`config.mk`:
```
export PLATFORM = sky130hd
export DESIGN_NAME = vector_lane_sequencer_flat
export DESIGN_NICKNAME = d
export VERILOG_FILES = /design/src/rtl/vector_lane_sequencer_if.sv /design/src/rtl/vector_lane_sequencer.sv /design/src/flat_wrapper.sv
export SDC_FILE = /design/constraint.sdc
export NUM_CORES = 1
export LEC_CHECK = 0
export ABC_AREA = 1
export CELL_PAD_IN_SITES_DETAIL_PLACEMENT = 1
export CELL_PAD_IN_SITES_GLOBAL_PLACEMENT = 1
export CORE_ASPECT_RATIO = 0.75
export CORE_MARGIN = 8
export CORE_UTILIZATION = 30
export CTS_CLUSTER_SIZE = 25
export DETAILED_ROUTE_END_ITERATION = 7
export PLACE_DENSITY_LB_ADDON = 0.1
export SLEW_MARGIN = 20
export SYNTH_ARGS = -nofsm -noshare
export SYNTH_HDL_FRONTEND = slang
export SYNTH_SLANG_ARGS = --single-unit
```
`constraint.sdc`:
```
create_clock -name CLK -period 5.31 [get_ports CLK]
set_input_delay 0.531 -clock CLK [delete_from_list [all_inputs] [get_ports CLK]]
set_output_delay 0.531 -clock CLK [all_outputs]
set_load 0.01 [all_outputs]
```
`src/rtl/vector_lane_sequencer_if.sv`:
```
// Purpose: decode-side op handshake plus lane-side element group bus for the vector lane sequencer.
// Latency: pure wiring, no storage.
// Backpressure: start_valid/start_ready accept handshake; stall freezes the issued group, flush aborts the op.
// Ports: master = vector decode / downstream control side, slave = sequencer.
interface vector_lane_sequencer_if #(
    parameter int NUM_LANES = 4,
    parameter int VL_W      = 8
);
    logic                      start_valid;
    logic                      start_ready;
    logic [VL_W-1:0]           vl;
    logic [VL_W-1:0]           vstart;
    logic                      serial;
    logic                      stall;
    logic                      flush;
    logic                      elem_valid;
    logic [NUM_LANES*VL_W-1:0] elem_idx;
    logic [NUM_LANES-1:0]      lane_active;
    logic                      first;
    logic                      last;
    logic                      done;
    logic                      busy;

    modport master (
        output start_valid, vl, vstart, serial, stall, flush,
        input  start_ready, elem_valid, elem_idx, lane_active, first, last, done, busy
    );

    modport slave (
        input  start_valid, vl, vstart, serial, stall, flush,
        output start_ready, elem_valid, elem_idx, lane_active, first, last, done, busy
    );
endinterface

```
`src/rtl/vector_lane_sequencer.sv`:
```
// Purpose: steps element indices of one accepted vector op, NUM_LANES per cycle (1 in serial mode).
// Latency: first group one cycle after accept; done pulse one cycle after the last group.
// Backpressure: stall holds the current group bit-for-bit; flush aborts to IDLE with no done pulse.
// Ports: CLK/RST (sync, active-high); bus (slave modport) carries the op handshake and element group outputs.
module vector_lane_sequencer #(
    parameter int NUM_LANES = 4,
    parameter int VLEN      = 128,
    parameter int VL_W      = $clog2(VLEN) + 1
) (
    input  logic                    CLK,
    input  logic                    RST,
    vector_lane_sequencer_if.slave  bus
);
    // One extra bit so base+step and base+lane never wrap in comparisons.
    localparam int SUM_W = VL_W + 1;

    typedef enum logic [1:0] {
        S_IDLE = 2'd0,
        S_RUN  = 2'd1,
        S_DONE = 2'd2
    } state_t;

    state_t          state;
    state_t          state_nxt;
    logic [VL_W-1:0] base;
    logic [VL_W-1:0] vl_q;
    logic [VL_W-1:0] vstart_q;
    logic            serial_q;

    logic             accept;
    logic [SUM_W-1:0] step;
    logic [SUM_W-1:0] base_nxt;
    logic             last_grp;
    logic             in_run;

    // A flush in the same cycle as start_valid drops the request.
    assign accept   = (state == S_IDLE) && bus.start_valid && !bus.flush;
    assign step     = serial_q ? SUM_W'(1) : SUM_W'(NUM_LANES);
    assign base_nxt = {1'b0, base} + step;
    assign last_grp = (base_nxt >= {1'b0, vl_q});
    assign in_run   = (state == S_RUN);

    // State register
    always_ff @(posedge CLK) begin
        if (RST) begin
            state <= S_IDLE;
        end else begin
            state <= state_nxt;
        end
    end

    // Next-state logic
    always_comb begin
        state_nxt = state;
        if (bus.flush) begin
            state_nxt = S_IDLE;
        end else begin
            unique case (state)
                S_IDLE: begin
                    if (bus.start_valid) begin
                        // Empty body (vl==0 or vstart past the end) retires without issuing.
                        state_nxt = (bus.vstart >= bus.vl) ? S_DONE : S_RUN;
                    end
                end
                S_RUN: begin
                    if (!bus.stall && last_grp) begin
                        state_nxt = S_DONE;
                    end
                end
                S_DONE:  state_nxt = S_IDLE;
                default: state_nxt = S_IDLE;
            endcase
        end
    end

    // Op registers and element base pointer
    always_ff @(posedge CLK) begin
        if (RST) begin
            base     <= '0;
            vl_q     <= '0;
            vstart_q <= '0;
            serial_q <= 1'b0;
        end else if (accept) begin
            base     <= bus.vstart;
            vl_q     <= bus.vl;
            vstart_q <= bus.vstart;
            serial_q <= bus.serial;
        end else if (in_run && !bus.stall && !bus.flush) begin
            base <= base_nxt[VL_W-1:0];
        end
    end

    // Output logic. Outputs depend only on registered state, so a stall
    // (which freezes every register) holds them unchanged.
    always_comb begin
        bus.start_ready = (state == S_IDLE) && !RST;
        bus.busy        = (state != S_IDLE);
        bus.done        = (state == S_DONE);
        bus.elem_valid  = in_run;
        bus.first       = in_run && (base == vstart_q);
        bus.last        = in_run && last_grp;
    end

    // Per-lane index and body flag; in serial mode only lane 0 carries an element.
    for (genvar g = 0; g < NUM_LANES; g++) begin : g_lane
        logic [SUM_W-1:0] lane_sum;
        logic             lane_on;

        assign lane_sum = {1'b0, base} + SUM_W'(g);
        assign lane_on  = in_run && (!serial_q || (g == 0));
        assign bus.elem_idx[g*VL_W +: VL_W] = lane_on ? lane_sum[VL_W-1:0] : '0;
        assign bus.lane_active[g]           = lane_on && (lane_sum < {1'b0, vl_q});
    end
endmodule
```
`src/flat_wrapper.sv`:
```
// flat-port wrapper written by rule: the top's interface ports become plain ports
module vector_lane_sequencer_flat 
#(
    parameter int NUM_LANES = 4,
    parameter int VLEN      = 128,
    parameter int VL_W      = $clog2(VLEN) + 1
)
  (CLK, RST, bus_start_valid, bus_vl, bus_vstart, bus_serial, bus_stall, bus_flush, bus_start_ready, bus_elem_valid, bus_elem_idx, bus_lane_active, bus_first, bus_last, bus_done, bus_busy);
  vector_lane_sequencer_if #(.NUM_LANES(NUM_LANES), .VL_W(VL_W)) bus_i ();
  input  logic CLK;
  input  logic RST;
  input wire logic [$bits(bus_i.start_valid)-1:0] bus_start_valid;
  input wire logic [$bits(bus_i.vl)-1:0] bus_vl;
  input wire logic [$bits(bus_i.vstart)-1:0] bus_vstart;
  input wire logic [$bits(bus_i.serial)-1:0] bus_serial;
  input wire logic [$bits(bus_i.stall)-1:0] bus_stall;
  input wire logic [$bits(bus_i.flush)-1:0] bus_flush;
  output wire logic [$bits(bus_i.start_ready)-1:0] bus_start_ready;
  output wire logic [$bits(bus_i.elem_valid)-1:0] bus_elem_valid;
  output wire logic [$bits(bus_i.elem_idx)-1:0] bus_elem_idx;
  output wire logic [$bits(bus_i.lane_active)-1:0] bus_lane_active;
  output wire logic [$bits(bus_i.first)-1:0] bus_first;
  output wire logic [$bits(bus_i.last)-1:0] bus_last;
  output wire logic [$bits(bus_i.done)-1:0] bus_done;
  output wire logic [$bits(bus_i.busy)-1:0] bus_busy;
  assign bus_i.start_valid = bus_start_valid;
  assign bus_i.vl = bus_vl;
  assign bus_i.vstart = bus_vstart;
  assign bus_i.serial = bus_serial;
  assign bus_i.stall = bus_stall;
  assign bus_i.flush = bus_flush;
  assign bus_start_ready = bus_i.start_ready;
  assign bus_elem_valid = bus_i.elem_valid;
  assign bus_elem_idx = bus_i.elem_idx;
  assign bus_lane_active = bus_i.lane_active;
  assign bus_first = bus_i.first;
  assign bus_last = bus_i.last;
  assign bus_done = bus_i.done;
  assign bus_busy = bus_i.busy;
  vector_lane_sequencer #(.NUM_LANES(NUM_LANES), .VLEN(VLEN), .VL_W(VL_W)) u_core (.CLK(CLK), .RST(RST), .bus(bus_i));
endmodule
```
Word-level counts from Yosys, hierarchy flattened
Cells that the tools add are included.

Register bits: 27. Latch bits: 0. RAM bits: 0. Memory bits (read-only): 0. Input bits: 22. Output and inout bits: 42. Memories: 0.

$add $sub $neg: 4. Multipliers: 0. Divide/modulo/power cells: 0. Magnitude comparators: 6. Equality and inequality tests: 5. Shifts and indexed selects: 0. Mux-type cells: 11. Bitwise gates (word level): 0. Reductions and logical operators: 22.

Operators with widths (number): 2-to-1 mux 8 bit (6); less-than comparator 9 x 8 -> 1 bit (3); adder 8 x 2 -> 9 bit (second input constant) (2); logical AND 1 bit (13); adder 8 x 1 -> 9 bit (second input constant) (1); adder 8 x 9 -> 9 bit (1); >= comparator 9 x 8 -> 1 bit (1); equality test 8 bit (1); >= comparator 8 bit (1); less-than comparator 8 bit (1); 2-to-1 mux 2 bit (3); logical NOT 1 bit (4); != test 2 bit (second input constant) (2); case mux 2 bit (2 select lines) (1); nonzero test 2 bit (2); 2-to-1 mux 3 bit (1); equality test 2 x 1 -> 1 bit (second input constant) (1); equality test 2 bit (second input constant) (1); logical NOT 2 bit (1); AND reduction 2 bit (1); OR reduction 2 bit (1).

Longest topological paths before layout
Depth in word-level cells: 6. Depth in mapped cells: 20. Depth with buffers taken out: 20.

Least setup slack after synthesis
OpenSTA, ideal clock, no wires.

Path type: register to output. Start point: register u_core.base[0]. End point: output bus_lane_active[3]. Arrival: 2.114 ns. Slack: 2.665 ns. Cell stages (with the launch flop): 14. Path buffers: 1. Cells stage by stage: dfxtp_1 > buf_2 > inv_1 > ha_1 > nor2_1 > nand2_1 > xor2_1 > inv_1 > ha_1 > a21oi_1 > o21ai_1 > nor2_1 > nand2_1 > nor2_1.

Cells in the longest elaborated chain, start to end: 3.

RTL lines: start: declaration (line vector_lane_sequencer.sv:25) `logic [VL_W-1:0] base;`; start signal: assignment (line vector_lane_sequencer.sv:84) `base <= bus.vstart;`; start signal: assignment (line vector_lane_sequencer.sv:89) `base <= base_nxt[VL_W-1:0];`; adder 8 x 2 -> 9 bit (line vector_lane_sequencer.sv:109) `assign lane_sum = {1'b0, base} + SUM_W'(g);`; less-than comparator 9 x 8 -> 1 bit (line vector_lane_sequencer.sv:112) `assign bus.lane_active[g] = lane_on && (lane_sum < {1'b0, vl_q});`; logical AND 1 bit (line vector_lane_sequencer.sv:112); end: declaration (line flat_wrapper.sv:21) `output wire logic [$bits(bus_i.lane_active)-1:0] bus_lane_active;`.

Every way passes these cells.

Final worst setup path
Same ends and word-level chain as after synthesis.

==> run metrics <==
origin of the critical flop-to-flop path=u_core.base[0]; routed length per instance=16.02 µm; crit path DAT=3610 ps; Tcrit/Tclk final=77.95%; unrepaired setup endpoints after global routing=false; final hold vios=0; Hold Buf Count CTS=0; Synth Instances=approximately 440; root buffer cell=clkbuf_16; mux cell area share after synthesis=0%; routed wire length=approximately 10,000 µm; Compound-Gate Fraction of Synth Area=16.99%; Die X=around 130 µm; Final min period=4139 ps; largest net degree at the start of global routing=27; initial antenna violation count=0; worst skew pair latency=260 ps; internal power=0.4462 mW; max frequency=241.6 MHz; sw frac=38.10%; die area=13,190 µm²; R2R depth=17; Post-Synthesis Cell Area=about 2900 µm²; CTS tree=done; first-pass GRT wire length=16,590 µm; Syn. warnings=0; measured slew at the worst slew-check pin=894.0 ps; max_slew headroom=40.25%; adder-cell share of the synthesized area=21.83%; vias in the first global route=3,143; Max clock buf depth=2; Max Slew Vio Count=0; FILL cells=1,272; cell area power density=193.9 nW/µm²; Syn Nets=just over 500; Lkg Pwr=1.703 nW; FP Rows=31; Reg power frac=32.9%; Multi-input gate area=2036 µm²; Die Height=about 100 µm; Layout area overhead=27.18%; Crit. Startpoint=u_core.base[0]; Net count, final=567; Synth cell types=33; placed cell count=621; NetSw=0.2746 mW; Required @ worst endpoint=4780 ps; commonest non-fill, non-tap cell in the layout=nand2_1; n_diodes=0; setup TNS=0 ps; proportion of layout cells with a drive suffix above 1=4.260%; GR Util All Layers=16.02%; # port buffers=63; max_cap viols=0; DRC violations left=0; run status=complete, no violations; #FFs+latches synth=27; DRT antenna net count=0; main combinational cell family by area after synthesis=simple AND/OR/NAND/NOR gates; # setup viols final=0; Worst setup EP type=output pin; Worst setup SP type=flop; reg2reg setup slack=2280 ps; Ports=64; routed vias/inst=4.714; Mean Syn Cell Area=6.613 µm²; Crit Reg-Reg Endpoint=u_core.state[1]; crit path kind=flop to output pin; total grt overflow=0; post_cts resized=0; DRT Pass-1 Iters=4; simple-gate area share of the yosys netlist=24.23%; most frequent cells in the layout=nand2_1 (76), inv_1 (64), clkdlybuf4s50_1 (63); Placeable Area=9580 µm²; sequential fraction of the synthesis area=a little under a fifth; crit path to=bus_lane_active[3]; H-tree depth=1; DP HPWL=8456 µm; Reg clk slew, reported paths=70 ps; Worst IR Drop VDD=0.1125 mV; Pwr Total=approximately 0.72 mW; DR iter-0 viols=88; # clock sinks=27; Finished Layout Cells=625; worst setup margin=roughly 1200 ps; Post-CTS Setup Repair Bufs=0; Critical Path Fanout Max=12; area occupied by registers=roughly 540 µm²; Clk pwr share=24.3%; Comb power frac=about 43%; TritonCTS buffer count=3; Place WS=1456 ps; via count=2,946; Synth Area in XOR/XNOR=6.592%; Starting Density=30.51%; RePlAce Congestion=roughly 0.85; Setup Skew=1.629 ps; HP Class=flop to flop
per-layer routing:
metal  track usage [%]  wire length, µm  vias to the layer above
met5                 0                0                        -
met2             24.23             4126                       49
met4             1.868               40                        0
met3             3.209              573                        4
li1                  -                -                     1531
met1             23.34             5274                     1362
final cells by class:
| type | instances | share of cell area [%] |
|---|---|---|
| Sequential cell | 27 | 14.54 |
| Timing Repair Buffer | 64 | 17.17 |
| Tap cell | 132 | 4.443 |
| Inverter | 69 | 6.967 |
| Multi-Input combinational cell | 329 | 54.76 |
| Clock buffer | 4 | 2.120 |
worst min-delay path by stage:
stage / from / endpoint / slack (ps) / cells after the start
6_report: u_core.vstart_q[5] / u_core.vstart_q[5] / 480 / 2
5_1_grt: u_core.vstart_q[7] / u_core.vstart_q[7] / 510 / 2
4_1_cts: u_core.vstart_q[2] / u_core.vstart_q[2] / 480 / 2
3_5_place_dp: u_core.vstart_q[2] / u_core.vstart_q[2] / 460 / 2
3_3_place_gp: u_core.vstart_q[2] / u_core.vstart_q[2] / 450 / 2
2_1_floorplan: u_core.vstart_q[2] / u_core.vstart_q[2] / 440 / 2
power by group through the flow:
stage	Combinational [mW]	Clock [mW]	Sequential, mW
floorplan	0.213	0	0.229
global placement	0.302	0	0.242
detailed placement	0.309	0	0.242
CTS	0.312	0.182	0.237
global route	0.353	0.193	0.240
finish	0.308	0.175	0.237
per-stage QoR:
step	util, %	hold WS, ps	instance area (µm²)
detailed placement	37.98	463.5	3638
finish	38.80	476.7	3717
global placement	37.98	453.2	3638
floorplan	-	440.2	2923
global route	38.80	506.1	3717
CTS	38.80	479.3	3717
flip-flops by register name (all words and copies together) (netlist names):
| name | cells |
|---|---|
| u_core.base | 8 |
| u_core.vl_q | 8 |
| u_core.vstart_q | 8 |
| u_core.state | 2 |
| u_core.serial_q | 1 |
synth_stat cells (all sizes together):
library cell,number,area share [%]
nand2,78,10
inv,69,8.9
nor2,64,9.6
a21oi,51,8.7
ha,51,22
dfxtp,27,18
o21ai,24,4.2
xor2,17,5.1
buf,12,2.4
nand4,8,1.7
a31oi,7,1.5
nand3,7,1.2
clkbuf,5,0.64
nor3,5,1.0
xnor2,5,1.5
o21a,3,0.77
a211oi,2,0.51
o31ai,2,0.51
a21o,1,0.26
nand3b,1,0.26
o21bai,1,0.26
o22ai,1,0.21
or2,1,0.21
logic make-up after synthesis:
group           after synthesis
compound gates               92
xor+xnor                     22
fa+ha+maj                    51
buf+inv                      86
flops                        27
simple gates                164
worst max-delay path: stages, from the launching register on:
cell and delay [ps]:
dfxtp_1 670, inv_1 190, ha_1 280, nor2_1 370, nand2_1 120, xor2_1 250, inv_1 70, ha_1 310
a21oi_1 190, o21ai_1 100, nor2_1 100, nand2_1 50, nor2_1 90, clkdlybuf4s50_1 560
No activity file was read; power rests on OpenSTA's default activity.
